File: config.mk
export PLATFORM = sky130hd
export DESIGN_NAME = multicycle_controller
export DESIGN_NICKNAME = d
export VERILOG_FILES = /design/src/rtl/multicycle_controller.sv
export SDC_FILE = /design/constraint.sdc
export NUM_CORES = 1
export LEC_CHECK = 0
export BUFFER_PORTS_ARGS = -buffer_cell sky130_fd_sc_hd__buf_2
export CORE_UTILIZATION = 30
export DETAILED_ROUTE_END_ITERATION = 6
export GPL_ROUTABILITY_DRIVEN = 0
export PLACE_DENSITY = 0.6
export SYNTH_ARGS = -nofsm -noshare
export SYNTH_HDL_FRONTEND = slang
export SYNTH_SLANG_ARGS = --single-unit
File: constraint.sdc
create_clock -name clk -period 1.6 [get_ports clk]
set_clock_uncertainty 0.05 [all_clocks]
set_input_delay 0.48 -clock clk [delete_from_list [all_inputs] [get_ports clk]]
set_output_delay 0.48 -clock clk [all_outputs]
set_load 0.005 [all_outputs]
File: src/rtl/multicycle_controller.sv
// Main control FSM for the multi-cycle RV32I core: sequences fetch/decode/execute/memory/writeback.
// Optional retired-instruction counter enabled by defining MULTICYCLE_CTRL_INSTRET_EN.
module multicycle_controller #(
  parameter logic [3:0] RESET_STATE = 4'd0,
  parameter int         CNT_W       = 32
) (
  input  logic             clk,
  input  logic             rst,
  input  logic [6:0]       op,
  input  logic             mem_ready,
  input  logic             branch_cond,
  output logic             mem_req,
  output logic             pc_write,
  output logic             adr_src,
  output logic             mem_write,
  output logic             ir_write,
  output logic             reg_write,
  output logic [1:0]       result_src,
  output logic [1:0]       alu_src_a,
  output logic [1:0]       alu_src_b,
  output logic [1:0]       alu_op,
  output logic [2:0]       imm_src,
  output logic             illegal,
  output logic [CNT_W-1:0] instret
);

  localparam logic [3:0] S_FETCH     = 4'd0;
  localparam logic [3:0] S_DECODE    = 4'd1;
  localparam logic [3:0] S_MEMADR    = 4'd2;
  localparam logic [3:0] S_MEMREAD   = 4'd3;
  localparam logic [3:0] S_MEMWB     = 4'd4;
  localparam logic [3:0] S_MEMWRITE  = 4'd5;
  localparam logic [3:0] S_EXEC_R    = 4'd6;
  localparam logic [3:0] S_EXEC_I    = 4'd7;
  localparam logic [3:0] S_EXEC_JALR = 4'd8;
  localparam logic [3:0] S_LUI       = 4'd9;
  localparam logic [3:0] S_ALUWB     = 4'd10;
  localparam logic [3:0] S_BRANCH    = 4'd11;
  localparam logic [3:0] S_JAL       = 4'd12;
  localparam logic [3:0] S_TRAP      = 4'd13;

  localparam logic [6:0] OP_LW   = 7'b0000011;
  localparam logic [6:0] OP_SW   = 7'b0100011;
  localparam logic [6:0] OP_R    = 7'b0110011;
  localparam logic [6:0] OP_I    = 7'b0010011;
  localparam logic [6:0] OP_BR   = 7'b1100011;
  localparam logic [6:0] OP_JAL  = 7'b1101111;
  localparam logic [6:0] OP_JALR = 7'b1100111;
  localparam logic [6:0] OP_LUI  = 7'b0110111;

  logic [3:0] r_state;
  logic [3:0] w_next;
  logic       r_is_store;

  // Load/store direction is captured in DECODE so later op changes cannot steer MEMADR.
  always_ff @(posedge clk or posedge rst) begin
    if (rst) begin
      r_state    <= RESET_STATE;
      r_is_store <= 1'b0;
    end else begin
      r_state <= w_next;
      if (r_state == S_DECODE)
        r_is_store <= (op == OP_SW);
    end
  end

  always_comb begin
    w_next = S_TRAP;
    case (r_state)
      S_FETCH:     w_next = mem_ready ? S_DECODE : S_FETCH;
      S_DECODE: begin
        case (op)
          OP_LW, OP_SW: w_next = S_MEMADR;
          OP_R:         w_next = S_EXEC_R;
          OP_I:         w_next = S_EXEC_I;
          OP_BR:        w_next = S_BRANCH;
          OP_JAL:       w_next = S_JAL;
          OP_JALR:      w_next = S_EXEC_JALR;
          OP_LUI:       w_next = S_LUI;
          default:      w_next = S_TRAP;
        endcase
      end
      S_MEMADR:    w_next = r_is_store ? S_MEMWRITE : S_MEMREAD;
      S_MEMREAD:   w_next = mem_ready ? S_MEMWB : S_MEMREAD;
      S_MEMWB:     w_next = S_FETCH;
      S_MEMWRITE:  w_next = mem_ready ? S_FETCH : S_MEMWRITE;
      S_EXEC_R:    w_next = S_ALUWB;
      S_EXEC_I:    w_next = S_ALUWB;
      S_EXEC_JALR: w_next = S_JAL;
      S_LUI:       w_next = S_ALUWB;
      S_ALUWB:     w_next = S_FETCH;
      S_BRANCH:    w_next = S_FETCH;
      S_JAL:       w_next = S_ALUWB;
      S_TRAP:      w_next = S_TRAP;
      default:     w_next = S_TRAP;
    endcase
  end

  logic       w_mem_req;
  logic       w_pc_write;
  logic       w_mem_write;
  logic       w_ir_write;
  logic       w_reg_write;
  logic       w_illegal;

  always_comb begin
    w_mem_req   = 1'b0;
    w_pc_write  = 1'b0;
    w_mem_write = 1'b0;
    w_ir_write  = 1'b0;
    w_reg_write = 1'b0;
    w_illegal   = 1'b0;
    adr_src     = 1'b0;
    result_src  = 2'b00;
    alu_src_a   = 2'b00;
    alu_src_b   = 2'b00;
    alu_op      = 2'b00;
    case (r_state)
      S_FETCH: begin
        w_mem_req  = 1'b1;
        w_ir_write = mem_ready;
        w_pc_write = mem_ready;
        alu_src_b  = 2'b10;
        result_src = 2'b10;
      end
      S_DECODE: begin
        alu_src_a = 2'b01;
        alu_src_b = 2'b01;
      end
      S_MEMADR: begin
        alu_src_a = 2'b10;
        alu_src_b = 2'b01;
      end
      S_MEMREAD: begin
        w_mem_req = 1'b1;
        adr_src   = 1'b1;
      end
      S_MEMWB: begin
        result_src  = 2'b01;
        w_reg_write = 1'b1;
      end
      S_MEMWRITE: begin
        w_mem_req   = 1'b1;
        adr_src     = 1'b1;
        w_mem_write = 1'b1;
      end
      S_EXEC_R: begin
        alu_src_a = 2'b10;
        alu_op    = 2'b10;
      end
      S_EXEC_I: begin
        alu_src_a = 2'b10;
        alu_src_b = 2'b01;
        alu_op    = 2'b10;
      end
      S_EXEC_JALR: begin
        alu_src_a = 2'b10;
        alu_src_b = 2'b01;
        alu_op    = 2'b11;
      end
      S_LUI: begin
        alu_src_a = 2'b11;
        alu_src_b = 2'b01;
      end
      S_ALUWB:  w_reg_write = 1'b1;
      S_BRANCH: begin
        alu_src_a  = 2'b10;
        alu_op     = 2'b01;
        w_pc_write = branch_cond;
      end
      S_JAL: begin
        alu_src_a  = 2'b01;
        alu_src_b  = 2'b10;
        w_pc_write = 1'b1;
      end
      S_TRAP:  w_illegal = 1'b1;
      default: ;
    endcase
  end

  // Gate strobes with rst so nothing pulses on or after the reset assertion edge.
  assign mem_req   = w_mem_req   & ~rst;
  assign pc_write  = w_pc_write  & ~rst;
  assign mem_write = w_mem_write & ~rst;
  assign ir_write  = w_ir_write  & ~rst;
  assign reg_write = w_reg_write & ~rst;
  assign illegal   = w_illegal   & ~rst;

  always_comb begin
    imm_src = 3'b000;
    case (op)
      OP_SW:   imm_src = 3'b001;
      OP_BR:   imm_src = 3'b010;
      OP_JAL:  imm_src = 3'b011;
      OP_LUI:  imm_src = 3'b100;
      default: imm_src = 3'b000;
    endcase
  end

`ifdef MULTICYCLE_CTRL_INSTRET_EN
  logic [CNT_W-1:0] r_instret;
  logic             w_retire;

  assign w_retire = (r_state == S_MEMWB) || (r_state == S_ALUWB) ||
                    (r_state == S_BRANCH) || ((r_state == S_MEMWRITE) && mem_ready);

  always_ff @(posedge clk or posedge rst) begin
    if (rst)
      r_instret <= '0;
    else if (w_retire)
      r_instret <= r_instret + CNT_W'(1);
  end

  assign instret = r_instret;
`else
  assign instret = '0;
`endif

endmodule

== Word-level counts from Yosys, hierarchy flattened ==
Cells that the tools add are included.

* Register bits: 5
* Input bits: 11
* Output and inout port bits: 50
* Logic and storage cells: 60

* Equal/unequal tests: 21
* Multiplexer cells: 18
* Bitwise gates (word level): 7
* Reduce and logical (&&, ||, !) cells: 12

{| class="wikitable"
|+ Operators with widths
! cell !! count
|-
| $pmux 4 s8 || 1
|-
| $pmux 4 s7 || 1
|-
| $eq 4x4->1 const B || 6
|-
| $eq 7x6->1 const B || 3
|-
| $eq 7x7->1 const B || 3
|-
| $eq 4x3->1 const B || 4
|-
| $pmux 2 s3 || 2
|-
| $pmux 3 s4 || 1
|-
| $reduce_or 2->1 || 6
|-
| $reduce_or 5->1 || 2
|-
| $mux 3 || 3
|-
| $eq 4x2->1 const B || 2
|-
| $pmux 2 s2 || 2
|-
| $eq 7x2->1 const B || 1
|-
| $eq 7x5->1 const B || 1
|-
| $mux 1 || 7
|-
| $and 1x1->1 || 6
|-
| $reduce_or 3->1 || 2
|-
| $eq 4x1->1 const B || 1
|-
| $logic_not 4->1 || 1
|-
| $reduce_or 4->1 || 1
|-
| $pmux 1 s3 || 1
|-
| $not 1->1 || 1
|}

== Logic depth before layout (Yosys ltp) ==
Gate-level depths: netlist (run 1).

* Word-level depth: 4
* Gate-level depth with buffers: 5
* Mapped depth without buffers: 4

== Worst setup path after synthesis (run 1) ==
Ideal clock, no wire load.

* Path type: register -> output
* Start: register r_state[2]
* End: output pc_write
* Arrival time: 1.105 ns
* Required time: 1.070 ns
* Slack: -0.035 ns
* Cell stages (with the launch flop): 5
* Buffers on the path: 0
* Path through: dfrtp_1 > nor2b_2 > a32o_1 > a32oi_1 > a211oi_1

* Longest elaborated chain between the ends: 3
* Elaborated cells between the ends (all ways): 5
* Classes of those cells: 2 x eq/ne; 1 x mux; 1 x bitwise; 1 x reduce/logical

{| class="wikitable"
|+ Ends and longest elaborated chain
! item !! RTL line !! RTL
|-
| from (decl) || 51 || <nowiki>logic [3:0] r_state;</nowiki>
|-
| from (signal assigned) || 61 || <nowiki>r_state <= w_next;</nowiki>
|-
| $eq 4x4->1 / $logic_not 4->1 (equally long branches) || 118 || <nowiki>case (r_state)</nowiki>
|-
| $pmux 1 s3 * || 118 ||
|-
| $and 1x1->1 * || 183 || <nowiki>assign pc_write = w_pc_write & ~rst;</nowiki>
|-
| to (decl) || 13 || <nowiki>output logic pc_write,</nowiki>
|}

Every way passes the cells marked *; elsewhere a longest branch is shown, timed or not.

== Worst setup path in the final report (run 1) ==
Same ends and word-level chain as after synthesis.

==> results of run 1 <==
[registers in the layout, summed over array words and instances (netlist names)]
name / flops
r_state: 4
r_is_store: 1
[area by class of cell]
| type | count | area share [%] |
|---|---|---|
| repair buffers | 76 | 37.9 |
| clock buffers | 4 | 1.73 |
| inverters | 5 | 1.23 |
| well taps | 31 | 2.55 |
| flip-flops and latches | 5 | 8.56 |
| multi-input cells | 105 | 48.1 |
[tightest hold or removal path, delay by kind of cell]
family | cells | cell delay (ns)
buffers and inverters | 3 | 0.41
[cells in the mapped netlist, types with 2 or more instances]
cell,count,area [um^2]
sky130_fd_sc_hd__nand3_1,2,10.0
sky130_fd_sc_hd__buf_6,2,22.5
sky130_fd_sc_hd__and3_1,3,18.8
sky130_fd_sc_hd__or2_2,2,12.5
sky130_fd_sc_hd__nor3_1,3,15.0
sky130_fd_sc_hd__a21oi_1,4,20.0
sky130_fd_sc_hd__a32oi_1,2,17.5
sky130_fd_sc_hd__nor2_1,14,52.6
sky130_fd_sc_hd__dfrtp_1,5,125
sky130_fd_sc_hd__buf_4,32,240
sky130_fd_sc_hd__nand2_1,7,26.3
sky130_fd_sc_hd__nand2b_1,4,25.0
sky130_fd_sc_hd__a21oi_2,2,17.5
sky130_fd_sc_hd__xnor2_1,2,17.5
sky130_fd_sc_hd__inv_1,5,18.8
sky130_fd_sc_hd__o22ai_1,3,18.8
[power groups by stage]
stage / logic [W] / clock network, W / registers, W
6_report: 0.00194 / 0.000152 / 0.000301
3_5_place_dp: 0.00129 / 0 / 0.000270
3_3_place_gp: 0.00127 / 0 / 0.000269
4_1_cts: 0.00163 / 0.000157 / 0.000287
2_1_floorplan: 0.000815 / 0 / 0.000241
5_1_grt: 0.00209 / 0.000163 / 0.000314
[through the flow]
stage / setup WS, ns / hold WS, ns / total power (W) / cells / instance area (um^2)
floorplan: 0.00241 / 0.222 / 0.00106 / 151 / 1010
global placement: -0.167 / 0.440 / 0.00154 / 204 / 1140
detailed placement: -0.181 / 0.434 / 0.00156 / 204 / 1140
CTS: -0.433 / 0.240 / 0.00207 / 220 / 1400
global route: -0.458 / 0.301 / 0.00256 / 226 / 1520
finish: -0.392 / 0.273 / 0.00239 / 226 / 1520
[path summary, 6_finish.rpt]
path                       depth (start not counted)                endpoint
setup / recovery                                   5                pc_write
hold / removal                                     3  r_is_store$_DFFE_PP0P_
setup reg to reg                                   6    r_state[2]$_DFF_PP0_
hold reg to reg                                    2  r_is_store$_DFFE_PP0P_
max in group asynchronous                          3    r_state[0]$_DFF_PP0_
min in group clk                                   2  r_is_store$_DFFE_PP0P_
[timing repair]
item                       CTS  global route
resized for setup           34            21
hold endpoints to repair     0             0
hold buffers                 0             0
gates cloned                 0             1
pin swaps                   12            15
setup buffers               13             6
setup endpoints to repair   18            19
[metal layers]
metal | up-vias | global-route usage (%) | wire, um
li1 | 502 | - | -
met1 | 482 | 17.6 | 1030
met2 | 46 | 30.8 | 1480
met3 | 0 | 3.00 | 139
met4 | 0 | 3.83 | 0
met5 | - | 0 | 0
[kinds of logic after synthesis]
logic type | Yosys count | share of synthesized area (%)
flip-flops | 5 | 14.0
multiplexers | 2 | 2.38
buffers and inverters | 41 | 33.7
XOR/XNOR | 3 | 2.95
other | 1 | 0.420
AO/OA/AOI/OAI | 23 | 18.8
AND/OR/NAND/NOR | 45 | 27.8
==> out/summary.md, run 1 <==
Via count of the first global-routing pass: 881. The number of buffers and inverters on the critical path is 2. The critical path goes through buf_4, a32o_1, a32oi_1, a211oi_2, buf_2. The final reports fail on negative setup slack. The largest individual stage delay along the critical path comes from the cell sky130_fd_sc_hd__dfrtp_2. The run gives 6.4% as the clock network fraction of design power. The arrival time reported for the critical path endpoint was 1.46 ns; the power density normalized to cell area was 1570 mW/mm^2. The flip-flop and latch count after synthesis works out to 5. The ratio of final minimum period to clock period works out to 125%. The number of filler cells placed in the layout was 263; the detailed-route wire length was 2.65 mm. The logs give 502 MHz for the maximum clock rate and 731 um^2 for the area taken by multi-input logic gates.

The max-slew violation count is 0, and the via count of the routed design is 1030. The launch point of the worst path is r_state[2]$_DFF_PP0_. The die extent in x is 56.5 um, and the overall die area is 0.00320 mm^2. Per report_power, the combinational group accounts for 81.0% of the total. The clock transition at the register clock pins on the worst setup and hold paths after CTS works out to 0.05 ns. In this run the critical register-to-register path is launched from r_state[0]$_DFF_PP0_.

The starting DRC count in detailed routing was 20. Measured along the y axis, the die boundary spans 56.5 um. Smallest setup slack after layout: -0.392 ns. Path type of the worst min-delay path: primary input to asynchronous set/reset pin. The tools report the buffer type at the clock tree root as sky130_fd_sc_hd__clkbuf_4.

Buffers inserted during clock tree synthesis total 3. The kind of cell with the highest combined delay along the critical path is flip-flops. The most used flip-flop cell after synthesis is sky130_fd_sc_hd__dfrtp_1. The final antenna-violating net count was 0; the internal power component was 0.00139 W. The number of hold violations in the final report was 0; the H-tree level count was 1. Of all nets on the critical path, the largest fanout is 7. Summed over all nets, the half-perimeter wirelength after detailed placement is 1.69 mm.

Summing every instance area after synthesis gives 892 um^2. For the number of antenna violations at the first check in global routing, the log shows 0. In the final routed layout, each cell accounts on average for 11.7 um. Compared with the post-synthesis result, the final layout area differs by 70.4%. The tool flagged a number of max-cap violations equal to 0.

Input and output buffers added on the ports amount to 28. The tools report the diode insertion count for antenna repair as 0. The via-per-instance ratio came out at 4.56. STA classifies the critical path endpoint as an output pin.

The switching part of the total was 41.9%. The number of nets in the layout is 207, and the TritonCTS sink count is 5. The top cell types in the final layout, fill and taps aside, are sky130_fd_sc_hd__buf_4, sky130_fd_sc_hd__conb_1, sky130_fd_sc_hd__buf_2.

The worst register-to-register path has a setup slack of 0.06 ns. The average instance area after synthesis works out to 7.43 um^2. In this run the core area contains 19 standard-cell rows. Of the total power, registers draw 12.6%.

The library cell used most frequently in the layout, excluding fill and tap cells, is sky130_fd_sc_hd__buf_4. The first global-routing pass estimated 4.04 mm of wire. The initial utilization of the core area, before any placement, comes to 32.1%.

Cell leakage power: 0.795 nW. Data on the critical path is required at its endpoint by 1.07 ns. The cell count after synthesis came out at 120. The sequential cells in the finished layout cover a total of 130 um^2. Cells with a size suffix above 1 make up 59.0% of the layout.

The run gives 54.7% as the core occupancy in the finished layout. STA classifies the critical path startpoint as a flop. After detailed routing, the number of remaining DRC violations is 0.

Yosys mapped a number of flops with a built-in enable equal to 0. The tools report the number of warnings issued by yosys as 0. For this run, the slowest stage of the critical path takes 0.47 ns. After synthesis, the share of flip-flops with an asynchronous set or reset is 100%. The clock passes through at most 2 buffers. The number of endpoints failing setup at the final stage was 18; the proportion of synthesized chip area in sequential cells was 14.0%. The worst path in the final design needs a cycle of 1.99 ns, including I/O delays and setup. The later pin in the worst-skew pair is clocked with a latency of 0.25 ns. IR analysis of the VDD net gives a maximum drop of 0.00113 V.

In the global route stage, overall resource usage came out at 15.9%. TritonCTS built the clock tree. The critical path in this run is classified as flop to output pin. The first detailed-routing pass ran for 4 iterations. For the core region area, the log shows 0.00278 mm^2.

Entering global routing, the biggest net connects 14 pins. Setup repair after global routing could not meet its margin everywhere. In this run the power spent charging and discharging nets is 0.00100 W.

The flow ran to the end, but the final reports show violations. During I/O placement, the number of pins put on the boundary was 61. The total overflow left after global routing is 0.

The synthesized netlist contains 44 unique library cells. Setup total negative slack on the finished layout was measured at -4.75 ns.
Note: power is estimated with default switching activity, not from simulation.
==> run 2, diff against run 1 <==
- ABC_AREA: default -> 1
- PLACE_DENSITY: 0.6 -> 0.61
==> run 2 against run 1 <==
Net effect:
- the flow still finishes with violations (negative setup slack)
- area after synthesis fell by 1.1%
- utilization fell by 4.2 points
- maximum frequency rose by 7.8%
- register-to-register slack improved by 0.08 ns
==> out/summary.md, run 2 <==
The flow ran to the end, but the final reports show violations. The checks that failed: negative setup slack. The tools report the maximum buffer depth of the clock tree as 2 (unchanged). The tools report the cell count after synthesis as 149 (+24%).

The commonest non-fill, non-tap cell in the layout is sky130_fd_sc_hd__buf_4. By count the netlist is led by sky130_fd_sc_hd__buf_4, sky130_fd_sc_hd__nand2_1, sky130_fd_sc_hd__inv_1, sky130_fd_sc_hd__nor2_1. The worst setup path is captured at an output pin. For the arrival time reported for the critical path endpoint, the log shows 1.32 ns (-0.14 ns). The highest ir drop seen on vdd is 0.000166 V (-85%). The average wire per standard cell works out to 8.69 um (-26%). The origin of the critical flop-to-flop path was r_state[1]$_DFF_PP0_. TritonCTS built the clock tree.

The run gives 1.65 mm (-2.7%) as the final HPWL from detailed placement. The largest registers in the layout are r_state (4), r_is_store (1). The biggest fanout along the worst timing path works out to 5 (-2). The floorplan row count was 19 (unchanged); the number of nets in the layout was 229 (+11%).

The run gives 61 (unchanged) as the count of boundary I/O pins. The worst register-to-register path ends at r_state[2]$_DFF_PP0_. The overall die area was 0.00316 mm^2 (-1.1%); the hold buffer count at CTS was 0 (unchanged). In the layout the commonest cells are sky130_fd_sc_hd__buf_4, sky130_fd_sc_hd__conb_1, sky130_fd_sc_hd__nand2_1.

The tightest hold margin is 0.230 ns (-0.0424 ns), and the via-per-instance ratio is 4.12 (-9.7%). For the via count of the routed design, the log shows 1021 (-0.87%). The flip-flop count of the largest register, all copies and words added came out at 4 (unchanged). The smallest setup slack after layout is -0.249 ns (+0.144 ns). The number of warnings issued by yosys was 0 (unchanged); the number of enable-type register cells in the synthesized netlist was 0 (unchanged).

The number of distinct library cells after synthesis is 22 (-50%), and the maximum number of pins on one net before global-route repair is 7 (-7). The tools report the max-slew violation count as 0 (unchanged). The average instance area after synthesis works out to 5.92 um^2 (-20%). The path type of the worst min-delay path is primary input to asynchronous set/reset pin. Most instantiated library cell after synthesis: sky130_fd_sc_hd__buf_4. Number of maximum-capacitance violations: 0 (unchanged). The register with the most flip-flops in the final layout is r_state. The starting DRC count in detailed routing was 19 (-5.0%). The clock insertion delay at the later pin of the skew report is 0.23 ns (-0.02 ns), and the proportion of synthesized chip area in sequential cells is 14.2% (+0.16 points). The cell sitting at the root of the clock tree is a sky130_fd_sc_hd__clkbuf_4.

Kind of critical path: flop to output pin. The number of endpoints failing setup at the final stage is 16 (-2). Setup repair after global routing could not meet its margin everywhere.

The maximum clock rate was 541 MHz (+7.8%); the ratio of final minimum period to clock period was 116% (-9.0 points). Startpoint type of the worst setup path: a flop. For the H-tree level count, the log shows 1 (unchanged). The core occupancy in the finished layout was 50.4% (-4.2 points); the number of buffers added on ports was 28 (unchanged). The power density normalized to cell area is 266 mW/mm^2 (-83%). The logs give 13.5% (-2.4 points) for the total global-route track usage and 0 (unchanged) for the diode insertion count for antenna repair. The clock period minus final worst setup slack is 1.85 ns (-0.144 ns), and the post-synth design cell area is 882 um^2 (-1.1%). The logs give 0.14 ns (+0.08 ns) for the flop-to-flop setup slack and 4 (unchanged) for the length of the first detailed-routing pass in iterations. The cell leakage power is 0.849 nW (+6.7%).

Fraction of post-synthesis cell area in the top cell type by area: 27.2% (+0.31 points). The share of final-layout standard cells stronger than drive strength 1 works out to 52.1% (-6.9 points). The signed area change from the synthesized netlist to the final layout was 59.0%. Among all flip-flop cells after synthesis, the most frequent one is sky130_fd_sc_hd__dfrtp_1. The die extent in x came out at 56.2 um (-0.54%). The logs give 2.15 mm (-19%) for the detailed-route wire length and -2.53 ns (+2.22 ns) for the summed negative setup slack over all endpoints.

Number of antenna violations at the first check in global routing: 0 (unchanged). The clock transition at the register clock pins on the worst setup and hold paths after CTS works out to 0.04 ns (about the same). The core region area came out at 0.00278 mm^2 (unchanged). Via count of the first global-routing pass: 850 (-3.5%). The run gives 3 (unchanged) as the number of CTS-inserted buffers. The share of flip-flops with an asynchronous set or reset was 100% (unchanged); the final antenna-violating net count was 0 (unchanged). The flip-flop and latch count after synthesis was 5 (unchanged).

The total power draw came out at 0.000373 W (-84%). The largest total area in the synthesized netlist belongs to sky130_fd_sc_hd__buf_4. The tools report the TritonCTS sink count as 5 (unchanged). Data required time of the critical path: 1.07 ns (about the same).

The height of the die is 56.2 um (-0.54%), and the final routed DRC violation total is 0 (unchanged). The first-pass GRT wire length came out at 3.38 mm (-16%). The total global routing overflow is 0 (unchanged), and the worst-case reg-to-reg path depth is 8 (+2).

The starting density of the core was 31.7% (-0.36 points). By area the synthesized netlist is led by sky130_fd_sc_hd__buf_4, sky130_fd_sc_hd__dfrtp_1, sky130_fd_sc_hd__nand2_1. For the number of hold violations in the final report, the log shows 0 (unchanged).
run 2: where the power goes:
part           switching (W)  total, W  internal [W]
logic              0.0000613  0.000107     0.0000459
registers                  0  0.000127      0.000127
clock network      0.0000451  0.000139     0.0000938
run 2: final cells by class:
type,count,area (um^2)
fill,292,1380
multi-input combinational,119,653
clock buffer,4,26.3
tap,31,38.8
sequential,5,129
inverter,24,97.6
timing repair buffer,65,458
run 2: worst max path at each step:
stage          cells after the start            startpoint          to
2_1_floorplan                      7  r_state[1]$_DFF_PP0_     mem_req
3_3_place_gp                       6                 op[1]  imm_src[1]
3_5_place_dp                       6                 op[1]  imm_src[1]
4_1_cts                            8  r_state[0]$_DFF_PP0_    pc_write
5_1_grt                            8  r_state[1]$_DFF_PP0_    pc_write
6_report                           6  r_state[3]$_DFF_PP0_    pc_write
run 2: timing repair:
item,in CTS,in global routing
gates cloned,0,0
gates resized for setup,27,25
setup buffers,9,0
hold endpoints to repair,0,0
endpoints found under the setup margin,18,20
pin swaps,8,6
run 2: worst max-delay path, stage by stage (launching register included):
cell and delay [ns]:
sky130_fd_sc_hd__dfrtp_2 0.44, sky130_fd_sc_hd__nor2_4 0.18, sky130_fd_sc_hd__nand2_2 0.10, sky130_fd_sc_hd__nor2_2 0.13, sky130_fd_sc_hd__o21ai_1 0.08, sky130_fd_sc_hd__inv_1 0.05, sky130_fd_sc_hd__buf_2 0.10
run 2: per-layer routing:
| metal | GRT usage, % | share of wire, % | vias to the layer above |
|---|---|---|---|
| li1 | - | - | 537 |
| met1 | 16.0 | 42 | 443 |
| met2 | 23.6 | 53 | 39 |
| met3 | 0.930 | 4.2 | 2 |
| met4 | 8.36 | 1.3 | 0 |
| met5 | 0 | 0 | - |
run 2: logic make-up (layout without fill, tap and decap cells):
group                  count (synthesis)  after routing  synth area share, %
AND/OR/NAND/NOR                       72             72                 37.7
buffers and inverters                 56             93                 37.4
flip-flops                             5              5                 14.2
AO/OA/AOI/OAI                         15             15                 10.2
other                                  1             32                0.425
run 2: per-stage QoR:
step           setup WS (ns)  instances  area [um^2]
2_1_floorplan         0.0979        180          998
3_3_place_gp          -0.113        235         1150
3_5_place_dp          -0.141        235         1150
4_1_cts               -0.246        248         1310
5_1_grt               -0.338        248         1400
6_report              -0.249        248         1400
